## src/rtl/mac_sequencer.sv

```systemverilog
`default_nettype none
// ----------------------------------------------------------------------------
// mac_sequencer : walks one accumulating PE through an N-tap dot product and
//                 returns the final accumulator on a valid/ready result port.
// Revision 1.0
// ----------------------------------------------------------------------------
module mac_sequencer #(
  parameter int ACCUM_WIDTH = 24,
  parameter int MAX_TAPS    = 9,
  parameter int ADDR_WIDTH  = 4
) (
  input  logic                   clk,
  input  logic                   rst,
  input  logic                   start,
  input  logic [ADDR_WIDTH:0]    cfg_taps,
  input  logic                   abort,
  output logic                   busy,
  output logic                   rd_en,
  output logic [ADDR_WIDTH-1:0]  rd_addr,
  output logic                   pe_enable,
  output logic                   pe_clear,
  input  logic [ACCUM_WIDTH-1:0] pe_acc,
  output logic [ACCUM_WIDTH-1:0] result,
  output logic                   result_valid,
  input  logic                   result_ready
);

  localparam logic [ADDR_WIDTH:0]   C_MAX_TAPS = (ADDR_WIDTH+1)'(MAX_TAPS);
  localparam logic [ADDR_WIDTH:0]   C_TAP_ONE  = (ADDR_WIDTH+1)'(1);
  localparam logic [ADDR_WIDTH-1:0] C_IDX_ONE  = ADDR_WIDTH'(1);

  typedef enum logic [1:0] {
    S_IDLE  = 2'd0,
    S_RUN   = 2'd1,
    S_DRAIN = 2'd2,
    S_HOLD  = 2'd3
  } state_t;

  state_t                   state_q, state_d;
  logic [ADDR_WIDTH-1:0]    idx_q, idx_d;
  logic [ADDR_WIDTH:0]      taps_q, taps_d;
  logic                     drain_q, drain_d;
  logic [ACCUM_WIDTH-1:0]   result_q, result_d;
  logic                     pe_enable_q, pe_enable_d;
  logic                     pe_clear_q, pe_clear_d;

  logic [ADDR_WIDTH:0]      w_taps_clamped;
  logic [ADDR_WIDTH:0]      w_taps_m1;
  logic                     w_last_tap;

  assign w_taps_clamped = (cfg_taps > C_MAX_TAPS) ? C_MAX_TAPS : cfg_taps;
  assign w_taps_m1      = taps_q - C_TAP_ONE;
  assign w_last_tap     = ({1'b0, idx_q} == w_taps_m1);

  assign busy         = (state_q != S_IDLE);
  assign rd_en        = (state_q == S_RUN);
  assign rd_addr      = idx_q;
  assign result_valid = (state_q == S_HOLD);
  assign result       = result_q;
  assign pe_enable    = pe_enable_q;
  assign pe_clear     = pe_clear_q;

  always_comb begin
    state_d     = state_q;
    idx_d       = idx_q;
    taps_d      = taps_q;
    drain_d     = drain_q;
    result_d    = result_q;
    // PE strobes trail the buffer read by one cycle to match its read latency
    pe_enable_d = rd_en && !abort;
    pe_clear_d  = rd_en && (idx_q == '0) && !abort;

    case (state_q)
      S_IDLE: begin
        if (start) begin
          taps_d = w_taps_clamped;
          idx_d  = '0;
          if (w_taps_clamped == '0) begin
            result_d = '0;
            state_d  = S_HOLD;
          end else begin
            state_d = S_RUN;
          end
        end
      end
      S_RUN: begin
        if (w_last_tap) begin
          idx_d   = '0;
          drain_d = 1'b0;
          state_d = S_DRAIN;
        end else begin
          idx_d = idx_q + C_IDX_ONE;
        end
      end
      S_DRAIN: begin
        if (drain_q) begin
          result_d = pe_acc;
          drain_d  = 1'b0;
          state_d  = S_HOLD;
        end else begin
          drain_d = 1'b1;
        end
      end
      S_HOLD: begin
        if (result_ready) begin
          state_d = S_IDLE;
        end
      end
      default: state_d = S_IDLE;
    endcase

    // Cancel takes priority over every other transition, leaving result untouched
    if (abort && (state_q != S_IDLE)) begin
      state_d  = S_IDLE;
      idx_d    = '0;
      drain_d  = 1'b0;
      result_d = result_q;
    end
  end

  always_ff @(posedge clk or posedge rst) begin
    if (rst) begin
      state_q     <= S_IDLE;
      idx_q       <= '0;
      taps_q      <= '0;
      drain_q     <= 1'b0;
      result_q    <= '0;
      pe_enable_q <= 1'b0;
      pe_clear_q  <= 1'b0;
    end else begin
      state_q     <= state_d;
      idx_q       <= idx_d;
      taps_q      <= taps_d;
      drain_q     <= drain_d;
      result_q    <= result_d;
      pe_enable_q <= pe_enable_d;
      pe_clear_q  <= pe_clear_d;
    end
  end

endmodule
`default_nettype wire

```

## config.mk

```make
export PLATFORM = sky130hd
export DESIGN_NAME = mac_sequencer
export DESIGN_NICKNAME = d
export VERILOG_FILES = /design/src/rtl/mac_sequencer.sv
export SDC_FILE = /design/constraint.sdc
export NUM_CORES = 1
export LEC_CHECK = 0
export BUFFER_PORTS_ARGS = -buffer_cell sky130_fd_sc_hd__buf_2
export CORE_MARGIN = 2
export CORE_UTILIZATION = 53
export DETAILED_ROUTE_END_ITERATION = 16
export MAX_ROUTING_LAYER = met4
export PLACE_DENSITY = 0.85
export SETUP_SLACK_MARGIN = 0.2
export SYNTH_ARGS = -nofsm -noshare
export SYNTH_HDL_FRONTEND = slang
export SYNTH_SLANG_ARGS = --single-unit
```

## constraint.sdc

```tcl
create_clock -name clk -period 5.1 [get_ports clk]
set_input_delay 1.02 -clock clk [delete_from_list [all_inputs] [get_ports clk]]
set_output_delay 1.02 -clock clk [all_outputs]
set_load 0.005 [all_outputs]
```

==> results of run 1 <==
## cell type report
class	count	area [um^2]	area share
inverters	15	56.3	0.0245
clock inverters	1	30.0	0.0131
well taps	46	57.6	0.0250
flip-flops and latches	38	951	0.413
repair buffers	67	338	0.147
multi-input cells	146	817	0.355
clock buffers	6	51.3	0.0223
## cell usage after synthesis (all sizes together)
master and number:
a2111oi 1, a211oi 1, a21o 2, a21oi 3
a22oi 2, a31oi 1, a41oi 1, and2 2
and3 1, buf 4, clkbuf 5, dfrtp 38
ha 7, inv 15, mux2i 1, nand2 59
nand3 1, nand3b 1, nand4b 1, nor2 11
nor2b 2, nor3 4, nor4 1, nor4bb 1
o2111ai 1, o211a 1, o21ai 29, o22ai 1
o311ai 1, o31ai 1, o32ai 1, or2b 1
or3 1, or4 1, xnor2 5
## cell families (layout without fill, tap and decap cells)
| family | count (synthesis) | in the layout |
|---|---|---|
| AO/OA/AOI/OAI | 46 | 46 |
| XOR/XNOR | 5 | 5 |
| adder cells (fa/ha/maj) | 7 | 7 |
| buffers and inverters | 24 | 89 |
| flip-flops | 38 | 38 |
| multiplexers | 1 | 1 |
| AND/OR/NAND/NOR | 87 | 87 |
## layout by cell type (no fill, tap or decap), types with 2 or more instances in the layout
cell / instances
buf_2: 66
nand2_1: 59
dfrtp_1: 38
o21ai_0: 29
inv_1: 15
nor2_1: 11
ha_1: 7
xnor2_1: 5
clkbuf_4: 5
nor3_1: 4
a21oi_1: 3
nor2b_1: 2
a21o_1: 2
a22oi_1: 2
and2_1: 2
## critical path, stage by stage, from the launching register on
cell     delay, ns
dfrtp_1       0.42
inv_1         0.12
ha_1          0.80
nor2b_1       0.29
nor4_1        0.11
a41oi_4       0.85
o21ai_0       0.24
## state kept, by name (all words and copies together) (netlist names)
signal,count
taps_q,5
pe_enable,1
result,24
drain_q,1
rd_addr,4
pe_clear,1
state_q,2
## power breakdown
group | switching (W) | leakage, nW | internal [W]
logic | 0.000281 | 0.620 | 0.000226
clock network | 0.0000955 | 0.0443 | 0.000114
registers | 0.0000821 | 0.513 | 0.000412
## per-layer routing
layer  GRT usage  vias up
met5           -        -
met4      0.0667        0
met3      0.0554        5
met1       0.282      734
li1            -      815
met2       0.372       34
## worst max path at each step
stage          startpoint         end  slack (ns)  cells past startpoint
5_1_grt        state_q[0]   result[6]        1.67                      6
3_3_place_gp   state_q[0]   result[6]        2.21                      6
6_report       state_q[0]  result[13]        2.10                      6
3_5_place_dp   state_q[0]  result[13]        2.07                      6
4_1_cts        state_q[0]  result[13]        2.08                      6
2_1_floorplan       abort  rd_addr[2]        2.95                      5
## per-stage QoR
stage	power (W)	std cells	utilization
3_5_place_dp	0.00101	312	0.665
2_1_floorplan	0.000811	208	-
5_1_grt	0.00132	319	0.690
4_1_cts	0.00122	319	0.690
6_report	0.00121	319	0.690
3_3_place_gp	0.000985	312	0.665
==> impl_results.md, run 1 <==
- Status: completed
- Clk sinks: 38
- H-Tree Depth: 2
- CTS clk-pin slew, worst paths: 0.11 ns
- Core Region: 3340 um^2
- Slew Viols, Final: 0
- Max Clk Rate: 0.334 GHz
- Hold Fails Final Rpt: 0
- Sequential fraction of the synthesis area: 0.514
- Max Used Layer: met4
- Gpl congestion: 0.781
- Area Growth Syn to Fin: 24.3%
- DRC Markers: 0
- Hold Crit Start: result[4]
- Post-CTS Resized: 0
- Port Buffers: 66
- Inserted Diodes: 0
- R2r setup slk: 2.10 ns
- Final hold slack: just under 0.5 ns
- Compound-Gate Fraction of Synth Area: 0.150
- Final Skew: 0.00877 ns
- Yosys top cell area share: 0.514
- Hold path cells: 2
- Syn Area/Cell: 8.90 um^2
- Setup Fix Bufs, Post-CTS: 0
- Mux contribution to synthesized area: 0.00541
- Drt pass-1 iters: 4
- Via/cell ratio: 4.98
- Post-Synthesis Cell Area: 1850 um^2
- Largest net degree at the start of global routing: just under 50
- CTS Buffer Depth: 2
- Cell Rows: 21
- CP required: between 5 and 6 ns
- Leak pwr: 1.18 nW
- Cell variety after synth: 36
- Die width: between 60 and 70 um
- CP endpoint kind: flop
- Critical Path AT: ~3.2 ns
- Fillers: ~300
- Critical R2R Launch: state_q[0]
- Worst VDD drop: 290 uV
- Worst reg2reg endpoint: result[13]
- Minimum clock period: about 3.0 ns
- Kind of critical path: reg -> reg
- Total gr overflow: 0
- Number of top-level pins: 67
- TNS Setup: 0 ns
- GRT Util Overall: 0.227
- WL per Instance: ~12 um
- Main combinational cell family by area after synthesis: simple AND/OR/NAND/NOR gates
- Synth Register Bits: 38
- Number of global-route vias before repair: 1534
- Synth Area in Simple Gates: 0.205
- Die Area: between 3000 and 4000 um^2
- Dpl ws: slightly above 2 ns
- Setup ws final: ~2.1 ns
- Rel. slew slack: 0.291
- First-pass GRT wire length: 6900 um
- Clock root buffer: clkbuf_4
- Share of cells above drive strength 1: 0.286
- Met3 wire len: 153 um
- CP Max Fanout: 48
- R2R cell count: 6
- Hold Path Class: reg -> reg
- Top post-synthesis cells by area: dfrtp_1 (51%), nand2_1 (12%), o21ai_0 (7.8%), ha_1 (4.7%), inv_1 (3.0%)
- Die height: 63.1 um
- PwrDens: ~530 nW/um^2
- Post-DRT Antenna Nets: 0
- Initial drt markers: 95
- CTS Hold Buffers Added: 0
- Final HPWL DP: 2900 um
- Initial core utilization: 0.555
- Cell taking the most area after synthesis: dfrtp_1
- Final std cell area, no fill: roughly 2300 um^2
- Final worst path period share: 0.588
- Synth Net Count: 249
- Initial antenna violation count: 0
- CTS Buf Count: 5
- Startpoint Class: flop
- Worst Tran Pin Value: 1.06 ns
- Drt total wl: 3980 um
- Vias post-DR: 1588
- RSZ-0062 raised after global routing: false
- Final setup fails: 0
- Adder-Cell Fraction of Synth Area: 0.0473
- Synth Area in XOR/XNOR: 0.0237
- Synth Warn #: 0
- Max Cap Violations: 0
- Met2 wire len: 2000 um
- Post-DP Area: roughly 2200 um^2
- Met1 Wirelength: 1780 um
- Clock latency on the worst-skew pair: 0.34 ns
- # nets final: 314
- Worst Hold End: result[4]
- Post-synthesis cell count: 208
- CTS tree: yes
Note: power is estimated with default switching activity, not from simulation.
==> inputs of run 2 (changes only) <==
--- a/config.mk
+++ b/config.mk
@@ -5,12 +5,13 @@
 export SDC_FILE = /design/constraint.sdc
 export NUM_CORES = 1
 export LEC_CHECK = 0
+export ABC_AREA = 1
 export BUFFER_PORTS_ARGS = -buffer_cell sky130_fd_sc_hd__buf_2
 export CORE_MARGIN = 2
-export CORE_UTILIZATION = 53
+export CORE_UTILIZATION = 50
 export DETAILED_ROUTE_END_ITERATION = 16
 export MAX_ROUTING_LAYER = met4
-export PLACE_DENSITY = 0.85
+export PLACE_DENSITY = 0.8
 export SETUP_SLACK_MARGIN = 0.2
 export SYNTH_ARGS = -nofsm -noshare
 export SYNTH_HDL_FRONTEND = slang
==> constraint.sdc (replaced) <==
create_clock -name clk -period 2.9 [get_ports clk]
set_input_delay 0.58 -clock clk [delete_from_list [all_inputs] [get_ports clk]]
set_output_delay 0.58 -clock clk [all_outputs]
set_load 0.005 [all_outputs]
==> run 2 against run 1 <==
  * Area after synthesis is 4.7% higher
  * Combinational power is 120% higher
  * Worst hold slack worse by 0.087 ns
  * Count of clock-buffer cells in the layout is 1 lower
  * First-iteration DRC count is 22% lower
  * Fmax is 36% higher
  * Routed wire length is 0.63% higher
==> impl_results.md, run 2 <==
- Kind of critical path: reg -> reg
- Gpl congestion: 0.815
- Core Region: 3690 um^2
- Status: completed
- Synth Warn #: 0
- Drt total wl: 4000 um
- Cell taking the most area after synthesis: dfrtp_1
- TNS Setup: 0 ns
- CTS Buf Count: 5
- Dpl ws: 0.711 ns
- EDFF count, synth: 0
- Initial drt markers: 74
- PwrDens: approximately 1000 nW/um^2
- Share of cells above drive strength 1: 0.300
- Clock latency on the worst-skew pair: 0.28 ns
- Post-synthesis cell count: 242
- Initial core utilization: 0.525
- Commonest non-fill, non-tap cells in the layout: nand2_1 (87), buf_2 (66), dfrtp_1 (38), inv_1 (22), nor2_1 (15)
- # nets final: between 300 and 400
- Sequential fraction of the synthesis area: 0.491
- Clk sinks: 38
- Startpoint Class: flop
- CP endpoint kind: flop
- Final HPWL DP: about 3100 um
- Post-layout power: about 0.0023 W
- Minimum clock period: 2.20 ns
- Cell variety after synth: 23
- CTS Buffer Depth: 2
- Die height: 66.2 um
- Hold Path Class: in -> async
- CP required: 3.07 ns
- CTS clk-pin slew, worst paths: 0.07 ns
- Slew Viols, Final: 0
- Max Clk Rate: 0.454 GHz
- Rel. slew slack: 0.560
- Critical Path AT: 2.37 ns
- Setup ws final: around 0.7 ns
- Final worst path period share: 0.759
- Area Growth Syn to Fin: 22.5%
- Fillers: roughly 340
- Post-Synthesis Cell Area: 1940 um^2
- CP Max Fanout: 27
- Yosys top cell area share: 0.491
- GRT Util Overall: 0.210
- Largest net degree at the start of global routing: 39
- Post-DRT Antenna Nets: 0
- RSZ-0062 raised after global routing: false
- Final Skew: between 0.002 and 0.0025 ns
- Die width: 66.2 um
- H-Tree Depth: 2
- Non-filler instance count after layout: 358
- Cell Rows: 22
- R2R cell count: 8
- Number of top-level pins: between 60 and 70
- Port Buffers: 66
- CTS Hold Buffers Added: 0
- Placed cell count: 351
- Post-synthesis async set-or-reset flop share: 1.00
- Via/cell ratio: 4.82
- Syn Area/Cell: 8.00 um^2
- Ys flop type: dfrtp_1
- Top cells by count, synth: nand2_1 (87), dfrtp_1 (38), inv_1 (22)
- Initial antenna violation count: 0
- Final core occ: 0.643
- Max Cap Violations: 0
- Vias post-DR: 1724
- Synth Net Count: around 280
- Top post-synthesis cells by area: dfrtp_1 (49%), nand2_1 (17%), ha_1 (4.5%), inv_1 (4.3%), o21ai_1 (3.6%)
- Inserted Diodes: 0
- Commonest non-fill, non-tap cell in the layout: nand2_1
- Die Area: 4390 um^2
- Count leader, synth: nand2_1
- CTS tree: yes
- First-pass GRT wire length: 6760 um
- Final setup fails: 0
- Post-CTS Resized: 0
- Drt pass-1 iters: 4
- Setup Fix Bufs, Post-CTS: 0
- Max reg flops: 24
- Worst VDD drop: 701 uV
- DRC Markers: 0
- Hold Fails Final Rpt: 0
- Synth Register Bits: 38
- WL per Instance: 11.2 um
- Leak pwr: around 1.3 nW
- Total gr overflow: 0
- Worst Tran Pin Value: 0.658 ns
- Clock root buffer: clkbuf_8
- Number of global-route vias before repair: 1622
## run 2: final cells by class
class,count,area (um^2),area share
Sequential cell,38,951,0.401
Multi-Input combinational cell,171,832,0.351
Timing Repair Buffer,70,360,0.152
Inverter,24,90.1,0.0380
Clock buffer,5,68.8,0.0290
Tap cell,48,60.1,0.0253
Clock inverter,2,10.0,0.00422
## run 2: cell families (layout without fill, tap and decap cells)
family          count (synthesis)  in the layout  share of synthesized area
buf+inv                        33            101                     0.0795
simple gates                  125            125                      0.267
fa+ha+maj                       7              7                     0.0452
compound gates                 39             39                      0.117
flops                          38             38                      0.491
## run 2: stage by stage
stage               cell area (um^2)  hold slack [ns]
detailed placement              2290            0.471
global placement                2290            0.468
global route                    2370            0.420
CTS                             2370            0.417
finish                          2370            0.398
floorplan                       1940            0.455
## run 2: metal layers
metal,part of all wire,global-route usage
met4,0.023,0.105
met5,0,-
met2,0.49,0.339
met3,0.051,0.0545
met1,0.44,0.243
## run 2: worst paths after layout
kind                       slack (ns)  startpoint    endpoint
max in group asynchronous        2.19         rst   taps_q[2]
hold reg to reg                  0.49   result[5]   result[5]
hold / removal                   0.40         rst  result[18]
min in group clk                 0.49   result[5]   result[5]
setup reg to reg                 0.70  state_q[1]  result[23]
setup / recovery                 0.70  state_q[1]  result[23]
## run 2: critical path: stages, from the launching register on
cell and delay [ns]:
dfrtp_1 0.44, inv_1 0.10, ha_1 0.29, a21oi_1 0.07
inv_1 0.10, nand4_2 0.53, buf_4 0.41, nand2_1 0.06
o21ai_0 0.07
## run 2: where the power goes
part	leakage [nW]	internal, W	switching [W]
clock	0.0438	0.000161	0.000170
sequential	0.511	0.000745	0.000144
combinational	0.747	0.000439	0.000670
total	1.30	0.00134	0.000984
==> inputs of run 3 (changes only) <==
--- a/config.mk
+++ b/config.mk
@@ -5,13 +5,13 @@
 export SDC_FILE = /design/constraint.sdc
 export NUM_CORES = 1
 export LEC_CHECK = 0
-export ABC_AREA = 1
+export ABC_AREA = 0
 export BUFFER_PORTS_ARGS = -buffer_cell sky130_fd_sc_hd__buf_2
 export CORE_MARGIN = 2
-export CORE_UTILIZATION = 50
+export CORE_UTILIZATION = 44
 export DETAILED_ROUTE_END_ITERATION = 16
 export MAX_ROUTING_LAYER = met4
-export PLACE_DENSITY = 0.8
+export PLACE_DENSITY = 0.75
 export SETUP_SLACK_MARGIN = 0.2
 export SYNTH_ARGS = -nofsm -noshare
 export SYNTH_HDL_FRONTEND = slang
==> constraint.sdc (replaced) <==
create_clock -name clk -period 1.78 [get_ports clk]
set_input_delay 0.356 -clock clk [delete_from_list [all_inputs] [get_ports clk]]
set_output_delay 0.356 -clock clk [all_outputs]
set_load 0.005 [all_outputs]
==> run 3 against run 2 <==
  * The flow now finishes with violations (setup timing)
  * Fmax is 1.3% higher
  * Sequential power is 75% higher
  * Global-route usage is 7.4 points higher
  * Via count is 20% higher
  * Routed wire length is 83% higher
  * Worst setup slack worse by 1.1 ns
==> impl_results.md, run 3 (same netlist as run 1, synthesis figures left out) <==
- Final HPWL DP: 3280 um
- Busiest grt layer: met2
- RSZ-0062 raised after global routing: true
- Non-filler instance count after layout: 373
- # nets final: 363
- Slew Viols, Final: 0
- Vias post-DR: about 2.1k
- Number of global-route vias before repair: 1902
- Fillers: 205
- Core Region: around 4000 um^2
- Setup ws final: -0.393 ns
- Drt total wl: around 7300 um
- Total gr overflow: 0
- Final worst path period share: 1.22
- H-Tree Depth: 2
- Minimum clock period: approximately 2.2 ns
- CTS Hold Buffers Added: 0
- Max Clk Rate: around 0.46 GHz
- Kind of critical path: reg -> reg
- Gpl congestion: ~0.8
- Post-DRT Antenna Nets: 0
- Largest net degree at the start of global routing: 39
- Die height: 68.9 um
- Commonest non-fill, non-tap cell in the layout: buf_2
- Clock root buffer: clkbuf_8
- CTS tree: yes
- Met1 usage: 0.334
- Placed cell count: 336
- WL per Instance: 19.6 um
- Commonest non-fill, non-tap cells in the layout: buf_2 (63), dfrtp_1 (38), nand2_1 (34), buf_4 (25)
- Worst VDD drop: around 1100 uV
- Initial antenna violation count: 0
- CTS Buffer Depth: 2
- Final hold slack: 0.155 ns
- Clk sinks: 38
- Final core occ: 0.841
- Leak pwr: around 1.6 nW
- Hold Path Class: in -> async
- Initial drt markers: 93
- Met3 usage: 0.0682
- Final setup fails: 31
- GRT Util Overall: 0.285
- PwrDens: 1690 nW/um^2
- CP Max Fanout: 5
- Drt pass-1 iters: 4
- CP required: 2.00 ns
- Cell Rows: 23
- Failing checks: setup timing
- Max reg flops: 24
- First-pass GRT wire length: 9230 um
- Die Area: about 4700 um^2
- Rel. slew slack: 0.672
- Critical Path AT: approximately 2.4 ns
- Grt met2 use: 0.451
- Worst Tran Pin Value: 0.492 ns
- DRC Markers: 0
- Die width: 68.9 um
- Status: complete, but fails checks
- Startpoint Class: flop
- CP endpoint kind: flop
- Final Skew: 0.0139 ns
- Post-DP Area: 2400 um^2
- Area Growth Syn to Fin: 83.0%
- Port Buffers: 66
- Final std cell area, no fill: 3390 um^2
- CTS clk-pin slew, worst paths: approximately 0.090 ns
- Hold Fails Final Rpt: 0
- Share of cells above drive strength 1: 0.616
- Max Cap Violations: 0
- Number of top-level pins: 67
- Initial core utilization: 0.459
- Via/cell ratio: 5.55
- Clock latency on the worst-skew pair: 0.31 ns
- Inserted Diodes: 0
- CTS Buf Count: 5
run 3: timing repair:
item / 4_1_cts / 5_1_grt
setup buffers: 15 / 7
cloned: 7 / 0
gates resized for setup: 76 / 49
setup endpoints to repair: 33 / 34
pin swaps: 12 / 19
run 3: final timing paths:
path,from,endpoint,slack (ns),depth (start not counted)
worst min-delay path,rst,result[10],0.15,3
worst max register to register,taps_q[0],state_q[0],-0.39,10
min in group clk,pe_acc[10],result[10],0.27,3
max in group asynchronous,rst,result[20],1.27,3
worst max-delay path,taps_q[0],state_q[0],-0.39,10
worst min register to register,result[22],result[22],0.50,2
run 3: report_power, final:
part	leakage [nW]	internal (W)	total, W	switching [W]
combinational	1.04	0.00170	0.00324	0.00154
clock	0.0683	0.000562	0.000922	0.000359
sequential	0.513	0.00118	0.00155	0.000367
total	1.62	0.00345	0.00571	0.00226
run 3: area by class of cell:
type	count	area, um^2	share of cell area
well taps	50	62.6	0.0185
clock buffers	5	68.8	0.0203
inverters	15	58.8	0.0174
clock inverters	3	68.8	0.0203
repair buffers	116	941	0.278
flip-flops and latches	38	951	0.281
multi-input cells	146	1240	0.365
run 3: routing by layer:
metal,routed length (um),up-vias
met5,0,-
met4,269,0
met3,387,25
met2,3710,102
met1,2930,1017
li1,-,925
run 3: critical path, stage by stage (launching register included):
cell	delay, ns
dfrtp_1	0.41
inv_2	0.10
ha_4	0.16
buf_6	0.09
nand4b_1	0.10
a21o_1	0.22
a2111oi_4	0.39
buf_4	0.18
or2b_4	0.15
a21oi_2	0.06
a211oi_2	0.22
run 3: stage by stage:
step                total power, W  setup TNS [ns]  setup WS (ns)
finish                     0.00571           -5.69         -0.393
detailed placement         0.00323           -3.24         -0.384
CTS                        0.00495           -1.75         -0.319
global placement           0.00313           -1.06         -0.246
floorplan                  0.00242          -0.768         -0.246
global route               0.00596           -7.03         -0.470
